File: src/rtl/leb128_fetch_if.sv
// Request/response handshake and genrom window port for the LEB128 immediate fetch stage.
// Both handshakes use valid/ready: a transfer happens on a rising edge with valid && ready high.
interface leb128_fetch_if #(
   parameter int AW    = 4,
   parameter int EXTRA = 4
) ();
   localparam int DW = 8 * (2 ** EXTRA);

   logic              req_valid;
   logic              req_ready;
   logic [AW:0]       req_addr;
   logic              req_signed;
   logic [AW:0]       upper_bound;

   logic [AW:0]       rom_addr;
   logic [EXTRA-1:0]  rom_extra;
   logic [DW-1:0]     rom_data;
   logic              rom_error;

   logic              resp_valid;
   logic              resp_ready;
   logic [31:0]       resp_value;
   logic [2:0]        resp_len;
   logic [AW:0]       resp_next_addr;
   logic [1:0]        resp_err;

   modport slave (
      input  req_valid, req_addr, req_signed, upper_bound,
      input  rom_data, rom_error, resp_ready,
      output req_ready, rom_addr, rom_extra,
      output resp_valid, resp_value, resp_len, resp_next_addr, resp_err
   );

   modport master (
      output req_valid, req_addr, req_signed, upper_bound,
      output rom_data, rom_error, resp_ready,
      input  req_ready, rom_addr, rom_extra,
      input  resp_valid, resp_value, resp_len, resp_next_addr, resp_err
   );
endinterface

File: src/rtl/leb128_fetch.sv
// Fetches a 5-byte genrom window and decodes one varuint32/varint32 immediate from it.
// One request in flight: IDLE -> FETCH -> WAIT -> DONE, response held until taken.
module leb128_fetch #(
   parameter int AW    = 4,
   parameter int EXTRA = 4,
   parameter int RW    = 32
) (
   input  logic            clk,
   input  logic            rst_n,
   leb128_fetch_if.slave   bus,
   output logic [1:0]      dbg_state
);
   localparam int DW = 8 * (2 ** EXTRA);

   typedef enum logic [1:0] {S_IDLE = 2'd0, S_FETCH = 2'd1, S_WAIT = 2'd2, S_DONE = 2'd3} state_t;

   state_t          state, state_nxt;
   logic            accept;
   logic [AW:0]     addr_q;
   logic [AW:0]     ub_q;
   logic            signed_q;

   logic [7:0]      win [5];
   logic [4:0]      in_bounds;
   logic            found, oob, overlong;
   logic [2:0]      dec_len;
   logic [RW-1:0]   raw_value;
   logic [1:0]      dec_err;
   logic [RW-1:0]   dec_value;
   logic [2:0]      dec_len_out;
   logic [AW:0]     dec_next;

   // Window bytes above byte 4 never belong to a LEB128 encoding.
   logic unused_rom_hi;
   assign unused_rom_hi = ^bus.rom_data[DW-1:40];

   assign accept = bus.req_valid && bus.req_ready;

   always_ff @(posedge clk or negedge rst_n) begin
      if (!rst_n) state <= S_IDLE;
      else        state <= state_nxt;
   end

   always_comb begin
      state_nxt = state;
      case (state)
         S_IDLE:  if (accept) state_nxt = S_FETCH;
         S_FETCH: state_nxt = S_WAIT;
         S_WAIT:  state_nxt = S_DONE;
         S_DONE:  if (bus.resp_ready) state_nxt = S_IDLE;
         default: state_nxt = S_IDLE;
      endcase
   end

   always_comb begin
      bus.req_ready  = rst_n && (state == S_IDLE);
      bus.resp_valid = (state == S_DONE);
      dbg_state      = state;
   end

   // Terminator search stops at the first out-of-bounds byte, so bytes past
   // upper_bound can never influence length, value or overlong checks.
   always_comb begin
      found     = 1'b0;
      oob       = 1'b0;
      overlong  = 1'b0;
      dec_len   = 3'd0;
      raw_value = '0;
      for (int k = 0; k < 5; k++) begin
         win[k]       = bus.rom_data[(4-k)*8 +: 8];
         in_bounds[k] = ({1'b0, addr_q} + (AW+2)'(k)) <= {1'b0, ub_q};
      end
      for (int k = 0; k < 5; k++) begin
         if (!found && !oob) begin
            if (!in_bounds[k])    oob = 1'b1;
            else if (!win[k][7]) begin
               found   = 1'b1;
               dec_len = 3'(k + 1);
            end
         end
      end
      for (int k = 0; k < 5; k++) begin
         if (found && (k < int'(dec_len))) raw_value = raw_value | (RW'(win[k][6:0]) << (7*k));
      end
      for (int k = 0; k < 4; k++) begin
         if (found && signed_q && (k == int'(dec_len) - 1) && win[k][6])
            raw_value = raw_value | ({RW{1'b1}} << (7*(k+1)));
      end
      if (found && dec_len == 3'd5) begin
         if (signed_q) overlong = (win[4][6:3] != {4{win[4][3]}});
         else          overlong = (win[4][6:4] != 3'd0);
      end
      if (!found && !oob) overlong = 1'b1;

      if (bus.rom_error) dec_err = 2'd1;
      else if (oob)      dec_err = 2'd2;
      else if (overlong) dec_err = 2'd3;
      else               dec_err = 2'd0;

      if (dec_err != 2'd0) begin
         dec_value   = '0;
         dec_len_out = 3'd0;
         dec_next    = addr_q;
      end else begin
         dec_value   = raw_value;
         dec_len_out = dec_len;
         dec_next    = addr_q + (AW+1)'(dec_len);
      end
   end

   always_ff @(posedge clk or negedge rst_n) begin
      if (!rst_n) begin
         addr_q             <= '0;
         ub_q               <= '0;
         signed_q           <= 1'b0;
         bus.rom_addr       <= '0;
         bus.rom_extra      <= '0;
         bus.resp_value     <= '0;
         bus.resp_len       <= '0;
         bus.resp_next_addr <= '0;
         bus.resp_err       <= '0;
      end else begin
         if (accept) begin
            addr_q        <= bus.req_addr;
            ub_q          <= bus.upper_bound;
            signed_q      <= bus.req_signed;
            bus.rom_addr  <= bus.req_addr;
            bus.rom_extra <= EXTRA'(4);
         end
         if (state == S_WAIT) begin
            bus.resp_value     <= dec_value;
            bus.resp_len       <= dec_len_out;
            bus.resp_next_addr <= dec_next;
            bus.resp_err       <= dec_err;
         end
         if (state == S_DONE && bus.resp_ready) bus.rom_extra <= '0;
      end
   end
endmodule

File: src/flat_wrapper.sv
// flat-port wrapper written by rule: the top's interface ports become plain ports
module leb128_fetch_flat 
#(
   parameter int AW    = 4,
   parameter int EXTRA = 4,
   parameter int RW    = 32
)
  (clk, rst_n, dbg_state, bus_req_valid, bus_req_addr, bus_req_signed, bus_upper_bound, bus_rom_data, bus_rom_error, bus_resp_ready, bus_req_ready, bus_rom_addr, bus_rom_extra, bus_resp_valid, bus_resp_value, bus_resp_len, bus_resp_next_addr, bus_resp_err);
  leb128_fetch_if #(.AW(AW), .EXTRA(EXTRA)) bus_i ();
  input  logic clk;
  input  logic rst_n;
  output logic [1:0] dbg_state;
  input wire logic [$bits(bus_i.req_valid)-1:0] bus_req_valid;
  input wire logic [$bits(bus_i.req_addr)-1:0] bus_req_addr;
  input wire logic [$bits(bus_i.req_signed)-1:0] bus_req_signed;
  input wire logic [$bits(bus_i.upper_bound)-1:0] bus_upper_bound;
  input wire logic [$bits(bus_i.rom_data)-1:0] bus_rom_data;
  input wire logic [$bits(bus_i.rom_error)-1:0] bus_rom_error;
  input wire logic [$bits(bus_i.resp_ready)-1:0] bus_resp_ready;
  output wire logic [$bits(bus_i.req_ready)-1:0] bus_req_ready;
  output wire logic [$bits(bus_i.rom_addr)-1:0] bus_rom_addr;
  output wire logic [$bits(bus_i.rom_extra)-1:0] bus_rom_extra;
  output wire logic [$bits(bus_i.resp_valid)-1:0] bus_resp_valid;
  output wire logic [$bits(bus_i.resp_value)-1:0] bus_resp_value;
  output wire logic [$bits(bus_i.resp_len)-1:0] bus_resp_len;
  output wire logic [$bits(bus_i.resp_next_addr)-1:0] bus_resp_next_addr;
  output wire logic [$bits(bus_i.resp_err)-1:0] bus_resp_err;
  assign bus_i.req_valid = bus_req_valid;
  assign bus_i.req_addr = bus_req_addr;
  assign bus_i.req_signed = bus_req_signed;
  assign bus_i.upper_bound = bus_upper_bound;
  assign bus_i.rom_data = bus_rom_data;
  assign bus_i.rom_error = bus_rom_error;
  assign bus_i.resp_ready = bus_resp_ready;
  assign bus_req_ready = bus_i.req_ready;
  assign bus_rom_addr = bus_i.rom_addr;
  assign bus_rom_extra = bus_i.rom_extra;
  assign bus_resp_valid = bus_i.resp_valid;
  assign bus_resp_value = bus_i.resp_value;
  assign bus_resp_len = bus_i.resp_len;
  assign bus_resp_next_addr = bus_i.resp_next_addr;
  assign bus_resp_err = bus_i.resp_err;
  leb128_fetch #(.AW(AW), .EXTRA(EXTRA), .RW(RW)) u_core (.clk(clk), .rst_n(rst_n), .bus(bus_i), .dbg_state(dbg_state));
endmodule
File: config.mk
export PLATFORM = sky130hd
export DESIGN_NAME = leb128_fetch_flat
export DESIGN_NICKNAME = d
export VERILOG_FILES = /design/src/rtl/leb128_fetch_if.sv /design/src/rtl/leb128_fetch.sv /design/src/flat_wrapper.sv
export SDC_FILE = /design/constraint.sdc
export NUM_CORES = 1
export LEC_CHECK = 0
export ABC_AREA = 1
export BUFFER_PORTS_ARGS = -buffer_cell sky130_fd_sc_hd__buf_2
export CORE_MARGIN = 8
export CORE_UTILIZATION = 46
export DETAILED_ROUTE_END_ITERATION = 10
export HOLD_SLACK_MARGIN = 0.06
export PLACE_DENSITY = 0.84
export SYNTH_ARGS = -nofsm -noshare
export SYNTH_HDL_FRONTEND = slang
export SYNTH_SLANG_ARGS = --single-unit
File: constraint.sdc
create_clock -name clk -period 4 [get_ports clk]
set_input_delay 0.6 -clock clk [delete_from_list [all_inputs] [get_ports clk]]
set_output_delay 0.6 -clock clk [all_outputs]
set_load 0.005 [all_outputs]
# Word-level counts from Yosys, hierarchy flattened
# Index checks and enable logic that the tools add are counted.
[word_totals] regBits=59 latch_bits=0 mem_bits_rw=0 mem_bits_ro=0 in_bits=144 output_inout_bits=55 word_cells=137 memories=0
[op_classes] n_addsub=6 n_mul=0 div=0 magnitude_cmp=10 eq_ne=10 n_shift=0 muxes=60 bitwise_logic=4 reduce_logical=38
[ops] cell="$mux 32" count=9
[ops] cell="$eq 3x32->1 const A" count=2
[ops] cell="$mux 3" count=13
[ops] cell="$eq 2x32->1 const A" count=1
[ops] cell="$logic_not 32->1" count=1
[ops] cell="$or 32x21->32" count=1
[ops] cell="$or 32x28->32" count=1
[ops] cell="$or 32x32->32" count=1
[ops] cell="$mux 1" count=28
[ops] cell="$le 6x5->1" count=4
[ops] cell="$logic_and 1x1->1" count=23
[ops] cell="$or 7x14->14" count=1
[ops] cell="$add 5x2->6 const B" count=2
[ops] cell="$mux 2" count=5
[ops] cell="$logic_not 1->1" count=9
[ops] cell="$mux 4" count=2
[ops] cell="$pmux 2 s4" count=1
[ops] cell="$mux 7" count=1
[ops] cell="$add 5x1->6 const B" count=1
[ops] cell="$add 5x3->6 const B" count=1
[ops] cell="$lt 1x3->1 const A" count=2
[ops] cell="$lt 2x3->1 const A" count=2
[ops] cell="$add 5x3->5" count=1
[ops] cell="$le 5x5->1" count=1
[ops] cell="13 further kinds" count=15

# Longest topological paths before layout
# Gate-level depths: netlist of run 1.
[logic_depth] word_depth=30 mapped_depth=29 ltp_nobuf=29

# Worst setup path after synthesis of run 1
# Ideal clock, no wire load.
[synth_timing] path_type="reg-to-reg" from="register, netlist name u_core.bus.rom_addr[2]" to="register u_core.bus.resp_next_addr[4]" setup_time_ns=0.066 arrival_ns=3.566 required_time_ns=3.934 setup_slack_ns=0.369 stages_incl_launch_ff=27 path_buffers=0 period_less_slack_ns=3.631 cell_sequence="dfrtp_1 -> ha_1 -> xor2_1 -> mux2i_1 -> inv_1 -> ha_1 -> nand2_1 -> nor2_1 -> nand2_1 -> nand3_1 -> nand2_1 -> nand3_2 -> nand2_1 -> nor2_4 -> nand2_2 -> nand3_2 -> nor2_2 -> nor2_1 -> clkinv_1 -> ha_1 -> nand2_1 -> a21oi_1 -> xor2_1 -> nand4_1 -> nand2_1 -> nand2_1 -> nand2_1"
[synth_rtl] element="to (signal assigned)" line="leb128_fetch.sv:133" source="bus.resp_next_addr <= dec_next;"
[synth_rtl] element="to (decl)" line="leb128_fetch_if.sv:31" source="output resp_valid, resp_value, resp_len, resp_next_addr, resp_err"

==> flow_metrics.tcl, run 1 <==
set metrics [dict create \
    vias 3640 \
    fin_crit_ps 3718 \
    clock_path_buffers 2 \
    final_util_pct 57.79 \
    chipWidth_um 107.2 \
    synth-edff-count 0 \
    arrival_ps 3970 \
    synth_top_flop_cell "dfrtp_1" \
    boundaryPins 199 \
    antenna_left 0 \
    clock_latency_ps 310 \
    grt_max_degree 57 \
    clk_pin_slew_ps 110 \
    io_buffers 107 \
    fin_crit_sh_pct 92.94 \
    crit_top_cell "nand2_1" \
    area_delta_synth_final_pct 22.98 \
    gp_congestion 0.8553 \
    crit_required_ps 4250 \
    grt_overflow 0 \
    outcome "finished, final reports clean" \
    fin_skew_ps 8.974 \
    worst_path_largest_cell_delay_ps 410 \
    cts_tree "built" \
    start_util_pct 46.99 \
    hold_buffers 0 \
    synthCells 529 \
    ys_seq_area_share_pct 36.66 \
    antenna_found_initial 0 \
    clockRootBuffer "clkbuf_8" \
    setup.worst_path.end_class "flop" \
    slew_headroom_pct 52.13 \
    htreeDepth 2 \
    critPathLaunchType "flop" \
    ys_seq_elements 56 \
    clkSinkCount 56 \
    core_area_um2 8134 \
    cp_max_fo 6 \
    syn_area_per_cell_um2 7.226 \
    grt_use_total_pct 17.96 \
    maxSlewViolCount 0 \
    crit_path_top_delay_cell "dfrtp_2" \
    dr.pass1.iters 4 \
    die_h_um 107.2 \
    syn_area_um2 3822 \
    worstMarginPinSlew_ps 718.1 \
    cap_violations 0 \
    grt_pass1_vias 3718 \
    fmaxAchievable_mhz 269.0 \
    synth_cell_types 36 \
    p_leak_uw 0.002903 \
    holdCritPathClass "in -> async" \
    synthArstFlopShare_pct 100.0 \
    drtIter0Drc 147 \
    grt_pass1_wl_um 17150 \
    wire_per_inst_um 13.80 \
    totalWireLength_um 10350 \
    layout_common_cells "nand2_1, buf_2, dfrtp_1, inv_1, ha_1" \
    diodes 0 \
    layout.cells.non_filler 750 \
    crit_type "reg -> reg" \
    timing.hold.ws_ps 433.2 \
    tns_ps 0 \
    drive_gt1_share_pct 26.51 \
    hpwlAfterDp_um 7994 \
    drc 0 \
    vias_per_cell 4.853 \
    synth_warnings 0 \
    dp_cells 738 \
    num_rows 33 \
    cts_buffers 5 \
    p_per_area_nw_per_um2 979.5 \
    final-setup-viol-count 0 \
    final_hold_viol_count 0 \
    ir_worst_vdd_mv 0.5671 \
    mostFrequentLayoutCell "nand2_1" \
    fin_nets 822 \
    dieArea_um2 11480 \
]
[where the power goes]
group / switching [uW] / internal [uW]
sequential: 114 / 749
combinational: 2110 / 1240
clock: 201 / 190
[area by class of cell]
class / instances / area (um^2)
clock buffers: 5 / 68.82
clock inverters: 3 / 46.29
fillers: 741 / 3433
inverters: 64 / 245.2
multi-input cells: 392 / 2136
flip-flops and latches: 56 / 1403
well taps: 105 / 131.4
repair buffers: 125 / 670.6
[cell usage after synthesis (2+ instances only)]
master    number  area [um^2]
nor3_1         2        10.01
nand4_1       14        87.58
nor2_4         3        33.78
xor2_1         7        61.31
nand2_1      234        878.3
nand3_1       29        145.1
dfrtp_1       56         1401
buf_2          2        10.01
clkinv_1       2        7.510
nor2_1        17        63.81
inv_2          3        11.26
clkbuf_1       8        30.03
buf_6          3        33.78
a21oi_1        6        30.03
xnor2_1        2        17.52
buf_4          6        45.04
nand2_2        6        37.54
inv_1         58        217.7
o21ai_0       16        80.08
nand3_2        5        50.05
mux2i_1        3        30.03
ha_1          33        412.9
[layer usage]
layer	global-route usage, %	share of wire (%)	up-vias
met1	21.93	44	1677
met2	31.60	50	81
li1	-	-	1872
met5	0	0	-
met4	5.226	1.4	0
met3	2.939	3.9	10
[registers in the layout, summed over array words and instances (netlist names)]
name	cells
u_core.bus.rom_addr	5
u_core.signed_q	1
u_core.ub_q	5
u_core.bus.resp_next_addr	5
u_core.bus.rom_extra	1
u_core.bus.resp_len	3
u_core.bus.resp_err	2
u_core.dbg_state	2
u_core.bus.resp_value	32
[kinds of logic after synthesis]
group,Yosys count,share of synthesized area (%)
muxes,3,0.7856
xor gates and xnor gates,9,2.062
and+or+nand+nor,315,35.42
AOI/OAI and AO/OA,28,4.125
buffers and inverters,83,9.525
other,1,0.09811
adders and majority gates,34,11.33
DFF,56,36.66
[critical path: cells and delay by family (launching register included)]
family | cells | cell delay [ps]
and+or+nand+nor | 16 | 1570
adders and majority gates | 4 | 1020
DFF | 1 | 410
xor gates and xnor gates | 2 | 320
muxes | 1 | 150
buffers and inverters | 2 | 130
AOI/OAI and AO/OA | 1 | 50
[worst paths after layout]
path / from / end / slack (ps) / cells after the start
max: u_core.bus.rom_addr[2] / u_core.bus.resp_next_addr[4] / 280 / 26
max reg2reg: u_core.bus.rom_addr[2] / u_core.bus.resp_next_addr[4] / 280 / 26
min reg2reg: u_core.bus.resp_value[2] / u_core.bus.resp_value[2] / 480 / 2
min in group clk: bus_resp_ready / u_core.bus.rom_extra[2] / 470 / 2
min: rst_n / u_core.bus.rom_addr[4] / 430 / 2
max in group asynchronous: rst_n / u_core.bus.rom_addr[2] / 3070 / 2
[per-stage QoR]
stage	total power (uW)	setup WS [ps]	cell area [um^2]
after floorplan	3193	368.6	3830
after global placement	3869	226.3	4483
after detailed placement	3986	102.3	4483
after CTS	4411	64.03	4598
after global routing	5125	-21.51	4701
final	4604	282.5	4701
[timing repair]
action	CTS	global route
gates resized for setup	0	21
buffers inserted	0	4
endpoints found under the setup margin	0	4
No activity file was read; power rests on OpenSTA's default activity.
==> run 2: changes to the inputs <==
--- a/config.mk
+++ b/config.mk
@@ -8,10 +8,11 @@
 export ABC_AREA = 1
 export BUFFER_PORTS_ARGS = -buffer_cell sky130_fd_sc_hd__buf_2
 export CORE_MARGIN = 8
-export CORE_UTILIZATION = 46
+export CORE_UTILIZATION = 47
+export CTS_BUF_LIST = sky130_fd_sc_hd__clkbuf_4
 export DETAILED_ROUTE_END_ITERATION = 10
 export HOLD_SLACK_MARGIN = 0.06
-export PLACE_DENSITY = 0.84
+export PLACE_DENSITY = 0.86
 export SYNTH_ARGS = -nofsm -noshare
 export SYNTH_HDL_FRONTEND = slang
 export SYNTH_SLANG_ARGS = --single-unit
==> run 2 against run 1 <==
Die area fell by 1.8%; count of clock-buffer cells in the layout did not move; critical path type unchanged; power fell by 2.3%; clock power fell by 16%; global-route usage rose by 0.46 points.
==> flow_metrics.tcl, run 2 (same netlist as run 1, synthesis figures left out) <==
set metrics [dict create \
    maxSlewViolCount 0 \
    die_h_um 106.2 \
    core_area_um2 8051 \
    worstMarginPinSlew_ps 731.3 \
    chipWidth_um 106.2 \
    grt_max_degree 57 \
    area_delta_synth_final_pct 21.57 \
    cts_buffers 5 \
    diodes 0 \
    cts_tree "built" \
    holdCritStartpoint "bus_rom_data[34]" \
    critPathLaunchType "flop" \
    cap_violations 0 \
    final_util_pct 57.72 \
    vias 3701 \
    dp_cells 736 \
    reg2reg_setup_slack_ps 250 \
    vias_per_cell 4.948 \
    totalWireLength_um 10480 \
    antenna_found_initial 0 \
    gp_congestion 0.8730 \
    holdCritPathClass "in -> reg" \
    boundaryPins 199 \
    crit_required_ps 4350 \
    final_hold_viol_count 0 \
    num_rows 33 \
    crit_top_cell "nand2_1" \
    ir_worst_vdd_mv 0.5382 \
    worst_hold_path.num_cells 3 \
    hpwlAfterDp_um 8092 \
    fin_nets 820 \
    p_leak_uw 0.002876 \
    io_buffers 107 \
    clock_latency_ps 390 \
    reg2regPathDepth 27 \
    outcome "finished, final reports clean" \
    cp_max_fo 5 \
    grt_overflow 0 \
    finalPower_uw 4496 \
    start_util_pct 47.47 \
    drc 0 \
    crit_path_top_delay_cell "dfrtp_2" \
    layout.cells.non_filler 748 \
    grt_pass1_vias 3712 \
    registers.top_by_ff_count "u_core.bus.resp_value" \
    final-setup-viol-count 0 \
    clkSinkCount 56 \
    clockRootBuffer "clkbuf_4" \
    r2r_end "u_core.bus.resp_next_addr[4]" \
    antenna_left 0 \
    fin_crit_sh_pct 93.63 \
    drive_gt1_share_pct 25.66 \
    wire_per_inst_um 14.01 \
    fin_crit_ps 3745 \
    p_per_area_nw_per_um2 967.6 \
    fin_skew_ps 14.66 \
    tns_ps 0 \
    hold-path-endpoint "u_core.bus.resp_value[2]" \
    clk_pin_slew_ps 180 \
    layout_common_cells "nand2_1, buf_2, inv_1, dfrtp_1" \
    dieArea_um2 11270 \
    htreeDepth 2 \
    fmaxAchievable_mhz 267.0 \
    drtIter0Drc 143 \
    largest_register_ffs 32 \
    mostFrequentLayoutCell "nand2_1" \
    slew_headroom_pct 51.24 \
    dr.pass1.iters 4 \
    crit_type "reg -> reg" \
    worst_path_largest_cell_delay_ps 470 \
    arrival_ps 4090 \
    grt_pass1_wl_um 17450 \
    r2r_start "u_core.bus.rom_addr[2]" \
    timing.hold.ws_ps 386.5 \
    clock_path_buffers 2 \
    grt_use_total_pct 18.42 \
    setup.worst_path.end_class "flop" \
]
==> run 2: cell types whose count changed in the layout (fill, tap and decap cells not counted), moves of 2 or more <==
cell and change:
inv_2 -3, clkbuf_4 +5, ha_1 -2, inv_1 +3, clkbuf_8 -5, ha_2 +2, nor2_2 -4, buf_4 -2
nor2_1 +3
==> run 2: worst max path at each step <==
stage | cells past startpoint | slack (ps) | startpoint | to
finish | 27 | 250 | u_core.bus.rom_addr[2] | u_core.bus.resp_next_addr[4]
global route | 27 | -20 | u_core.bus.rom_addr[2] | u_core.bus.resp_next_addr[4]
CTS | 25 | 40 | u_core.bus.rom_addr[2] | u_core.bus.resp_next_addr[4]
detailed placement | 26 | 20 | u_core.bus.rom_addr[2] | u_core.bus.resp_next_addr[4]
global placement | 27 | 210 | u_core.bus.rom_addr[2] | u_core.bus.resp_next_addr[4]
floorplan | 26 | 370 | u_core.bus.rom_addr[2] | u_core.bus.resp_next_addr[4]
==> run 2: where the power goes <==
| part | internal [uW] | leakage (uW) | total (uW) | switching (uW) |
|---|---|---|---|---|
| combinational | 1230 | 0.00209 | 3290 | 2070 |
| clock | 135 | 0.0000471 | 331 | 195 |
| sequential | 748 | 0.000743 | 873 | 125 |
==> run 2: final cells by class <==
class                           count  area [um^2]
Fill cell                         766         3405
Multi-Input combinational cell    392         2128
Sequential cell                    56         1403
Timing Repair Buffer              123        655.6
Inverter                           64        245.2
Tap cell                          105        131.4
Clock inverter                      3        46.29
Clock buffer                        5        37.54
==> run 2: repair_timing <==
action,4_1_cts,5_1_grt
pin swaps,0,6
hold buffers,0,0
endpoints found under the setup margin,1,4
resized for setup,3,14
gates cloned,0,0
buffers inserted,0,4
==> run 2: through the flow <==
stage	worst slack (ps)	instance area, um^2
after floorplan	368.6	3830
after global placement	211.2	4468
after detailed placement	18.97	4468
after CTS	40.75	4563
after global routing	-15.90	4647
final	254.9	4647
==> run 2: worst max-delay path: cells and delay by family (launching register included) <==
family	cells	cell delay, ps
fa+ha+maj	4	870
xor+xnor	2	320
simple gates	17	1580
buf+inv	2	170
flops	1	470
compound gates	1	140
mux	1	180
==> run 2: layer usage <==
layer	track usage, %	vias up	wire [um]
li1	-	1863	-
met1	21.32	1693	4373
met2	32.39	120	5144
met3	3.751	25	681
met4	7.638	0	282
met5	0	-	0
==> run 3: changes to the inputs <==
--- a/config.mk
+++ b/config.mk
@@ -7,8 +7,9 @@
 export LEC_CHECK = 0
 export ABC_AREA = 1
 export BUFFER_PORTS_ARGS = -buffer_cell sky130_fd_sc_hd__buf_2
-export CORE_MARGIN = 8
-export CORE_UTILIZATION = 47
+export CELL_PAD_IN_SITES_DETAIL_PLACEMENT = 2
+export CELL_PAD_IN_SITES_GLOBAL_PLACEMENT = 2
+export CORE_UTILIZATION = 24
 export CTS_BUF_LIST = sky130_fd_sc_hd__clkbuf_4
 export DETAILED_ROUTE_END_ITERATION = 10
 export HOLD_SLACK_MARGIN = 0.06
==> run 3 against run 2 <==
Register-to-register slack got worse by 190 ps; core utilization decreased by 25 points; clock skew decreased by 1.7 ps; worst hold slack got worse by 19 ps; clock power increased by 4%; design area increased by 8.6%; critical path type unchanged.
==> flow_metrics.tcl, run 3 (same netlist as run 1, synthesis figures left out) <==
set metrics [dict create \
    final_util_pct 32.82 \
    dr.pass1.iters 4 \
    gp_congestion 0.8229 \
    switching_share_pct 55.12 \
    fillers 1792 \
    grt_max_degree 51 \
    vias_per_cell 4.567 \
    start_util_pct 24.87 \
    chipWidth_um 128.2 \
    setup.worst_path.end_class "flop" \
    worstMarginPinSlew_ps 678.7 \
    place_ws_ps -46.02 \
    slew_headroom_pct 54.75 \
    registers.top_by_ff_count "u_core.bus.resp_value" \
    num_rows 45 \
    grt_pass1_vias 4426 \
    rsz0062_at_grt "true" \
    clockRootBuffer "clkbuf_4" \
    final_hold_viol_count 0 \
    wire_per_inst_um 17.13 \
    area_delta_synth_final_pct 31.98 \
    drive_gt1_share_pct 31.47 \
    cp_max_fo 5 \
    fin_skew_ps 12.97 \
    drtIter0Drc 128 \
    r2r_end "u_core.bus.resp_next_addr[4]" \
    clk_pin_slew_ps 180 \
    holdCritPathClass "in -> reg" \
    antenna_left 0 \
    p_per_area_nw_per_um2 1079 \
    ir_worst_vdd_mv 0.3625 \
    outcome "finished, final reports clean" \
    power_frac_comb_pct 77.2 \
    vias 3987 \
    clock_path_buffers 2 \
    fin_crit_sh_pct 98.41 \
    internal_power_uw 2443 \
    reg2reg_setup_slack_ps 60 \
    grt_overflow 0 \
    clockPowerShare_pct 6.3 \
    grt_use_total_pct 17.80 \
    crit_type "reg -> reg" \
    dieArea_um2 16440 \
    cts_tree "built" \
    p_leak_uw 0.002976 \
    clkSinkCount 56 \
    r2r_start "u_core.bus.rom_addr[2]" \
    multiInputGateArea_um2 2243 \
    setup_slack_ps 63.49 \
    boundaryPins 199 \
    core_area_um2 15370 \
    largest_register_ffs 32 \
    fmaxAchievable_mhz 254.0 \
    cts_buffers 5 \
    arrival_ps 4300 \
    htreeDepth 2 \
    cap_violations 0 \
    layout_common_cells "nand2_1, buf_2, inv_1, dfrtp_1, buf_4" \
    seqPwrFrac_pct 16.4 \
    p_sw_uw 3001 \
    drc 0 \
    io_buffers 107 \
    mostFrequentLayoutCell "nand2_1" \
    finalPower_uw 5444 \
    grt_pass1_wl_um 22780 \
    fin_nets 838 \
    maxSlewViolCount 0 \
    regArea_um2 1404 \
    hpwlAfterDp_um 10910 \
    critPathLaunchType "flop" \
    worst_hold_path.num_cells 2 \
    reg2regPathDepth 25 \
    final-setup-viol-count 0 \
    fin_crit_ps 3937 \
    crit_required_ps 4360 \
    antenna_found_initial 0 \
    holdCritStartpoint "bus_resp_ready" \
    die_h_um 128.2 \
    clock_latency_ps 410 \
    hold-path-endpoint "u_core.bus.rom_extra[2]" \
    totalWireLength_um 14960 \
]
run 3: cell count changes in the layout (fill, tap and decap cells not counted), sizes merged:
| cell | delta |
|---|---|
| dlygate4sd3 | +1 |
| buf | +17 |
| diode | +1 |
| inv | -2 |
| clkinvlp | +1 |
| clkbuf | +1 |
run 3: timing repair:
action	4_1_cts	5_1_grt
pin swaps	8	23
setup buffers	6	8
endpoints found under the setup margin	3	4
hold endpoints to repair	6	0
resized for setup	13	35
hold buffers	1	0
run 3: worst max-delay path: stages (launching register included):
cell and delay [ps]:
dfrtp_2 510, ha_4 190, xor2_1 160, buf_4 170
mux2i_1 160, inv_1 80, ha_1 360, nand3_1 90
nor2_1 100, nor2_1 50, nor2_1 180, nand3_2 130
nand2_1 130, inv_2 80, nand3_4 90, nor2_4 50
nor2_2 130, clkinv_2 130, ha_4 310, nand2_2 60
a21oi_2 150, xor2_1 190, nand4_1 120, nand2_1 120
nand2_1 60, nand2_1 70
run 3: final cells by class:
type / count / area share, %
antenna: 1 / 0.04960
clock buffer: 6 / 0.8929
clock inverter: 2 / 0.7688
inverter: 64 / 4.960
multi-input combinational: 392 / 44.47
sequential: 56 / 27.83
tap: 211 / 5.233
timing repair buffer: 141 / 15.80
run 3: worst max-delay path by stage:
stage	slack, ps	startpoint	end
2_1_floorplan	370	u_core.bus.rom_addr[2]	u_core.bus.resp_next_addr[4]
3_3_place_gp	180	u_core.bus.rom_addr[2]	u_core.bus.resp_next_addr[4]
3_5_place_dp	-50	u_core.bus.rom_addr[2]	u_core.bus.resp_next_addr[4]
4_1_cts	7	u_core.bus.rom_addr[2]	u_core.bus.resp_next_addr[4]
5_1_grt	-140	u_core.bus.rom_addr[2]	u_core.bus.resp_next_addr[4]
6_report	60	u_core.bus.rom_addr[2]	u_core.bus.resp_next_addr[4]
run 3: power by group through the flow:
stage | clock network, uW | registers, uW | logic, uW
floorplan | 0 | 891 | 2300
global placement | 0 | 873 | 3160
detailed placement | 0 | 886 | 3470
CTS | 359 | 877 | 3730
global route | 377 | 914 | 4640
finish | 345 | 895 | 4200
run 3: through the flow:
stage | instance area, um^2 | cells | setup TNS, ps | hold WS [ps]
global placement | 4653 | 849 | 0 | 459.1
floorplan | 3830 | 531 | 0 | 304.4
CTS | 4838 | 864 | 0 | 338.9
global route | 5042 | 872 | -262.3 | 333.5
finish | 5045 | 873 | 0 | 367.3
detailed placement | 4653 | 849 | -59.77 | 462.0
run 3: routing by layer:
metal	wire length, um	vias to the layer above	global-route usage (%)	share of wire (%)
met5	0	-	0	0
met3	506	32	2.546	3.4
met2	7826	90	32.40	52
li1	-	1903	-	-
met4	384	0	5.121	2.6
met1	6237	1962	21.59	42
